File: src/rtl/eth_pkg.sv
// Shared types and constants for the Ethernet receive/transmit datapaths.
// Pure declarations: no logic, no latency.
package eth_pkg;

  typedef enum logic [2:0] {
    ST_DROP,
    ST_IDLE,
    ST_PREAMBLE,
    ST_HEADER,
    ST_PAYLOAD
  } rx_state_e;

  typedef struct packed {
    logic [47:0] dst;
    logic [47:0] src;
    logic [15:0] eth_type;
  } hdr_t;

  localparam logic [7:0]  PREAMBLE_BYTE = 8'h55;
  localparam logic [7:0]  SFD_BYTE      = 8'hD5;
  localparam logic [31:0] CRC_INIT      = 32'hFFFF_FFFF;
  localparam logic [31:0] CRC_RESIDUE   = 32'hDEBB_20E3;
  localparam logic [31:0] CRC_POLY_REFL = 32'hEDB8_8320;
  localparam logic [47:0] BCAST_MAC     = 48'hFFFF_FFFF_FFFF;
  localparam int          HDR_LEN       = 14;
  localparam int          DLY_DEPTH     = 5;

endpackage

File: src/rtl/eth_crc32_d8.sv
// Reflected CRC-32 next state for one byte, LSB first (IEEE 802.3 bit order).
// Purely combinational, zero latency; no flow control.
module eth_crc32_d8
  import eth_pkg::*;
(
  input  logic [31:0] crc,
  input  logic [7:0]  data,
  output logic [31:0] crc_next
);

  always_comb begin
    crc_next = crc ^ {24'd0, data};
    for (int i = 0; i < 8; i++) begin
      crc_next = crc_next[0] ? ((crc_next >> 1) ^ CRC_POLY_REFL) : (crc_next >> 1);
    end
  end

endmodule

File: src/rtl/eth_frame_rx.sv
// Ethernet frame receiver: strips preamble/SFD/header/FCS, filters dst MAC, checks CRC.
// Payload leaves 1 cycle after the 5th following byte (or the gap); no backpressure.
module eth_frame_rx
  import eth_pkg::*;
#(
  parameter int MAX_FRAME = 1518,
  parameter int PROMISC   = 0
) (
  input  logic        s_axis_aclk,
  input  logic        s_axis_areset,
  input  logic [47:0] local_mac,
  input  logic [7:0]  s_axis_tdata,
  input  logic        s_axis_tvalid,
  output logic [7:0]  m_axis_tdata,
  output logic        m_axis_tvalid,
  output logic        m_axis_tlast,
  output logic        m_axis_tuser,
  output logic [47:0] hdr_dst_mac,
  output logic [47:0] hdr_src_mac,
  output logic [15:0] hdr_eth_type,
  output logic        hdr_valid,
  output logic        crc_err
);

  localparam logic [10:0] MAX_CNT  = 11'(MAX_FRAME);
  localparam logic [2:0]  FULL     = 3'(DLY_DEPTH);
  localparam logic [3:0]  HDR_LAST = 4'(HDR_LEN - 1);

  rx_state_e   state, state_nxt;
  logic [2:0]  pre_cnt;
  logic [3:0]  hdr_cnt;
  logic [10:0] byte_cnt;
  logic [2:0]  held;
  logic [7:0]  dly [DLY_DEPTH];
  logic [8*(HDR_LEN-1)-1:0] hdr_sh;
  logic [31:0] crc, crc_next;
  hdr_t        hdr_full;
  logic        dst_ok, crc_bad;
  logic        emit, emit_last, emit_bad;

  eth_crc32_d8 u_crc (
    .crc      (crc),
    .data     (s_axis_tdata),
    .crc_next (crc_next)
  );

  // The 14th header byte completes the header in the same cycle it arrives.
  assign hdr_full = hdr_t'({hdr_sh, s_axis_tdata});
  assign dst_ok   = (PROMISC != 0) || (hdr_full.dst == local_mac) || (hdr_full.dst == BCAST_MAC);
  assign crc_bad  = (crc != CRC_RESIDUE);

  always_comb begin
    state_nxt = state;
    emit      = 1'b0;
    emit_last = 1'b0;
    emit_bad  = 1'b0;
    case (state)
      ST_DROP: begin
        if (!s_axis_tvalid) state_nxt = ST_IDLE;
      end
      ST_IDLE: begin
        if (s_axis_tvalid)
          state_nxt = (s_axis_tdata == PREAMBLE_BYTE) ? ST_PREAMBLE : ST_DROP;
      end
      ST_PREAMBLE: begin
        if (!s_axis_tvalid)
          state_nxt = ST_IDLE;
        else if (s_axis_tdata == SFD_BYTE && pre_cnt >= 3'd6)
          state_nxt = ST_HEADER;
        else if (s_axis_tdata != PREAMBLE_BYTE)
          state_nxt = ST_DROP;
      end
      ST_HEADER: begin
        if (!s_axis_tvalid)
          state_nxt = ST_IDLE;
        else if (hdr_cnt == HDR_LAST)
          state_nxt = dst_ok ? ST_PAYLOAD : ST_DROP;
      end
      ST_PAYLOAD: begin
        if (!s_axis_tvalid) begin
          // Gap: the 4 youngest held bytes are the FCS and are discarded.
          state_nxt = ST_IDLE;
          if (held == FULL) begin
            emit      = 1'b1;
            emit_last = 1'b1;
            emit_bad  = crc_bad;
          end
        end else if (byte_cnt == MAX_CNT) begin
          state_nxt = ST_DROP;
          if (held == FULL) begin
            emit      = 1'b1;
            emit_last = 1'b1;
            emit_bad  = 1'b1;
          end
        end else if (held == FULL) begin
          emit = 1'b1;
        end
      end
      default: state_nxt = ST_DROP;
    endcase
  end

  always_ff @(posedge s_axis_aclk) begin
    if (s_axis_areset) begin
      state         <= ST_DROP;
      pre_cnt       <= '0;
      hdr_cnt       <= '0;
      byte_cnt      <= '0;
      held          <= '0;
      crc           <= CRC_INIT;
      hdr_sh        <= '0;
      for (int i = 0; i < DLY_DEPTH; i++) dly[i] <= '0;
      m_axis_tdata  <= '0;
      m_axis_tvalid <= 1'b0;
      m_axis_tlast  <= 1'b0;
      m_axis_tuser  <= 1'b0;
      crc_err       <= 1'b0;
      hdr_valid     <= 1'b0;
      hdr_dst_mac   <= '0;
      hdr_src_mac   <= '0;
      hdr_eth_type  <= '0;
    end else begin
      state         <= state_nxt;
      m_axis_tvalid <= emit;
      m_axis_tdata  <= emit ? dly[DLY_DEPTH-1] : '0;
      m_axis_tlast  <= emit_last;
      m_axis_tuser  <= emit_bad;
      crc_err       <= emit_bad;
      hdr_valid     <= 1'b0;
      if (s_axis_tvalid) begin
        case (state)
          ST_IDLE: pre_cnt <= 3'd1;
          ST_PREAMBLE: begin
            if (pre_cnt != 3'd7) pre_cnt <= pre_cnt + 3'd1;
            crc      <= CRC_INIT;
            hdr_cnt  <= '0;
            byte_cnt <= '0;
            held     <= '0;
          end
          ST_HEADER: begin
            crc      <= crc_next;
            byte_cnt <= byte_cnt + 11'd1;
            hdr_cnt  <= hdr_cnt + 4'd1;
            hdr_sh   <= {hdr_sh[8*(HDR_LEN-2)-1:0], s_axis_tdata};
            if (hdr_cnt == HDR_LAST && dst_ok) begin
              hdr_dst_mac  <= hdr_full.dst;
              hdr_src_mac  <= hdr_full.src;
              hdr_eth_type <= hdr_full.eth_type;
              hdr_valid    <= 1'b1;
            end
          end
          ST_PAYLOAD: begin
            crc      <= crc_next;
            byte_cnt <= byte_cnt + 11'd1;
            dly[0]   <= s_axis_tdata;
            for (int i = 1; i < DLY_DEPTH; i++) dly[i] <= dly[i-1];
            if (held != FULL) held <= held + 3'd1;
          end
          default: ;
        endcase
      end
    end
  end

endmodule

File: config.mk
export PLATFORM = sky130hd
export DESIGN_NAME = eth_frame_rx
export DESIGN_NICKNAME = d
export VERILOG_FILES = /design/src/rtl/eth_pkg.sv /design/src/rtl/eth_crc32_d8.sv /design/src/rtl/eth_frame_rx.sv
export SDC_FILE = /design/constraint.sdc
export NUM_CORES = 1
export LEC_CHECK = 0
export ABC_AREA = 1
export CORE_ASPECT_RATIO = 1.2
export CORE_UTILIZATION = 35
export DETAILED_ROUTE_END_ITERATION = 16
export HOLD_SLACK_MARGIN = 0.15
export SLEW_MARGIN = 40
export SYNTH_ARGS = -nofsm -noshare
export SYNTH_HDL_FRONTEND = slang
export SYNTH_SLANG_ARGS = --single-unit
File: constraint.sdc
create_clock -name s_axis_aclk -period 3.8 [get_ports s_axis_aclk]
set_input_delay 0.95 -clock s_axis_aclk [delete_from_list [all_inputs] [get_ports s_axis_aclk]]
set_output_delay 0.95 -clock s_axis_aclk [all_outputs]
set_load 0.03 [all_outputs]
==> metrics.txt <==
status finished clean; Fmax around 0.38 GHz; Worst Hold Path Cells 1; RR Endpoint hdr_src_mac[9]; layout cell share with drive strength beyond 1 6.05%; total power 0.00729 W; I/O Pins 184; GRT Resource Usage Total between 10% and 20%; Hold Startpoint byte_cnt[10]; Max FO, Critical Path 56; fin util 44.5%; Clock Path Buffers 3; initial core utilization 35.7%; gp weighted congestion 0.887; Slew @ Worst Pin ~0.65 ns; Die Footprint about 42000 um^2; Largest stage delay, worst path 0.50 ns; period utilisation layout approximately 70%; Initial DRC Count 853; pin count of the biggest net entering global routing 158; Reg power frac between 40% and 50%; number of buffers inserted by hold repair at cts 0; Mapped Avg Cell Area 7.70 um^2; drt pass-1 iters 7; die width between 150 and 200 um; DRT antenna net count 0; n_diodes 0; vias in the first global route 11300; PD cells 410 nW/um^2; clk_skew 0.0186 ns; YS warnings 0; CTS root buffer clkbuf_16; Slowest-stage cell, CP clkdlybuf4s50_1; Clock transition at path regs 0.06 ns; GR Overflow Total 0; clock period minus worst slack around 2.7 ns; Vert. Die Dim 223 um; Multi-input gate area a little over 6000 um^2; FF+latch count, synth 324; WP data arrival between 3 and 4 ns; Synth area leaders dfxtp_1 (40%), a21oi_1 (9.3%), edfxtp_1 (8.4%); Final Hold Fails 0; Hold EP byte_cnt[10]; drt via density 4.74; post-synthesis cell type count 43; Layout area overhead 24.8%; Final TNS setup 0 ns; Syn Nets 1919; reg2reg start hdr_sh[99]; wire per inst roughly 15 um; top cell type's share of synthesized area 39.9%; Sw Pwr 0.00162 W; final wirelength roughly 38000 um; Leak 6.66 nW; Setup Buffers After CTS 0; Pint 0.00567 W; TritonCTS clock tree built; Gate power share under 10%; CP endpoint kind flip-flop; num rows 80; CTS resizes 0; Worst Reg-to-Reg Cells 10; DRC 0; Hold Slack 0.450 ns; Seq/Total Area, Yosys roughly 48%; Clock power frac 47.3%; Final Setup Violations 0; Post-Syn Instances 1851; CTS buffer count 35; leading area contributor after synthesis dfxtp_1; PortBufs 183; Slew headroom a little under three fifths; CP required 4.21 ns; peak supply drop around 0.25 mV; Startpoint Class input pin; max-cap viol count 0; H-tree depth 2; initial antenna violation count 0; Via Count 12100; RSZ-0062 raised after global routing no; filler instances 3990; crit-path cells clkdlybuf4s50_1, xnor2_1, nand2_1, nor2_1, nand2_1, nor2_1, nand3_1, nand2_8, buf_12, nand3_1, nand2_1, nor2_1; Core ar. 39900 um^2; switching share of power between 20 and 25%; first-pass GRT wire length 60300 um; WS Path Type input pin to flip-flop; clock sink total approximately 320; worst-skew pair later-pin latency 0.52 ns; Seq. cell area 6890 um^2; hold crit path type flip-flop to flip-flop; nets 2059; Slew Viols, Final 0; placed wire-length estimate 26200 um; post-synthesis cell area 14200 um^2; Reg2Reg Setup Slack 1.45 ns
-- how the worst max path moves through the flow --
stage                      end  cells after the start     startpoint  slack [ns]
2_1_floorplan        dly[0][0]                      4  s_axis_areset        0.93
3_3_place_gp   hdr_dst_mac[10]                      9  s_axis_tvalid        0.61
3_5_place_dp   hdr_src_mac[46]                      9  s_axis_tvalid        0.60
4_1_cts        hdr_src_mac[46]                      9  s_axis_tvalid        1.15
5_1_grt        hdr_src_mac[27]                     12   local_mac[4]        0.95
6_report        hdr_src_mac[9]                     12  local_mac[45]        1.15
-- final cells by class --
class,count,share of cell area [%]
Tap cell,533,3.75
Clock buffer,50,6.04
Timing Repair Buffer,214,12.2
Sequential cell,324,38.7
Clock inverter,13,0.584
Inverter,216,4.59
Multi-Input combinational cell,1200,34.1
-- Yosys cell counts, drive strengths merged --
cell type and instances:
o221ai 2, a31oi 2, ha 9, nand3 132, nand3b 1, nor3 13
nor2 215, o211ai 2, nor4b 1, o211a 1, and2 2, nor4 4
o22ai 4, nor3b 2, xnor2 48, a32oi 1, o2111ai 2, inv 215
edfxtp 40, clkinv 1, a21oi 264, buf 62, nand4 12, nand2 292
dfxtp 284, clkbuf 49, xor2 52, o21ai 135, or2 4
-- through the flow --
| stage | std cells | setup slack (ns) | cell area (um^2) |
|---|---|---|---|
| floorplan | 1851 | 0.926 | 14200 |
| global placement | 2487 | 0.607 | 16600 |
| detailed placement | 2487 | 0.601 | 16600 |
| CTS | 2550 | 1.15 | 17800 |
| global route | 2550 | 0.954 | 17800 |
| finish | 2550 | 1.15 | 17800 |
-- sequential cells by signal, indices dropped and copies added, names as in the netlist --
register       cells
hdr_valid          1
held               3
m_axis_tlast       1
hdr_dst_mac       48
pre_cnt            3
crc_err            1
dly               40
byte_cnt          11
hdr_src_mac       48
hdr_sh           104
hdr_eth_type      16
crc               32
m_axis_tdata       8
state              3
hdr_cnt            4
m_axis_tvalid      1
-- cells by family after synthesis --
| family | after synthesis | synth area share (%) |
|---|---|---|
| buf+inv | 327 | 9.27 |
| xor+xnor | 100 | 6.88 |
| flops | 324 | 48.3 |
| compound gates | 413 | 14.8 |
| fa+ha+maj | 9 | 0.790 |
| simple gates | 678 | 20.0 |
-- critical path, delay by kind of cell --
family / cells / cell delay, ns
xor gates and xnor gates: 1 / 0.13
buffers and inverters: 2 / 0.78
and+or+nand+nor: 9 / 1.17
-- routing by layer --
metal	up-vias	part of all wire, %	global-route usage, %
met5	-	0	0
li1	6234	-	-
met2	271	48	31.2
met1	5536	44	23.4
met4	0	2.4	5.55
met3	50	5.0	2.76
-- placed cells by master (no fill, tap or decap), types with 10 or more instances in the layout --
master,instances
nand2_1,287
dfxtp_1,284
a21oi_1,264
nor2_1,211
inv_1,205
clkdlybuf4s50_1,183
nand3_1,132
o21ai_0,132
xor2_1,47
xnor2_1,45
edfxtp_1,40
clkbuf_16,37
buf_4,22
nand4_1,12
nor3_1,12
clkbuf_8,10
-- power by group through the flow --
stage	clock network, W	logic, W	registers, W
after floorplan	0	0.000224	0.00356
after global placement	0	0.000359	0.00356
after detailed placement	0	0.000361	0.00356
after CTS	0.00354	0.000364	0.00348
after global routing	0.00367	0.000400	0.00348
final	0.00345	0.000362	0.00348
(Power assumes the default switching activity.)
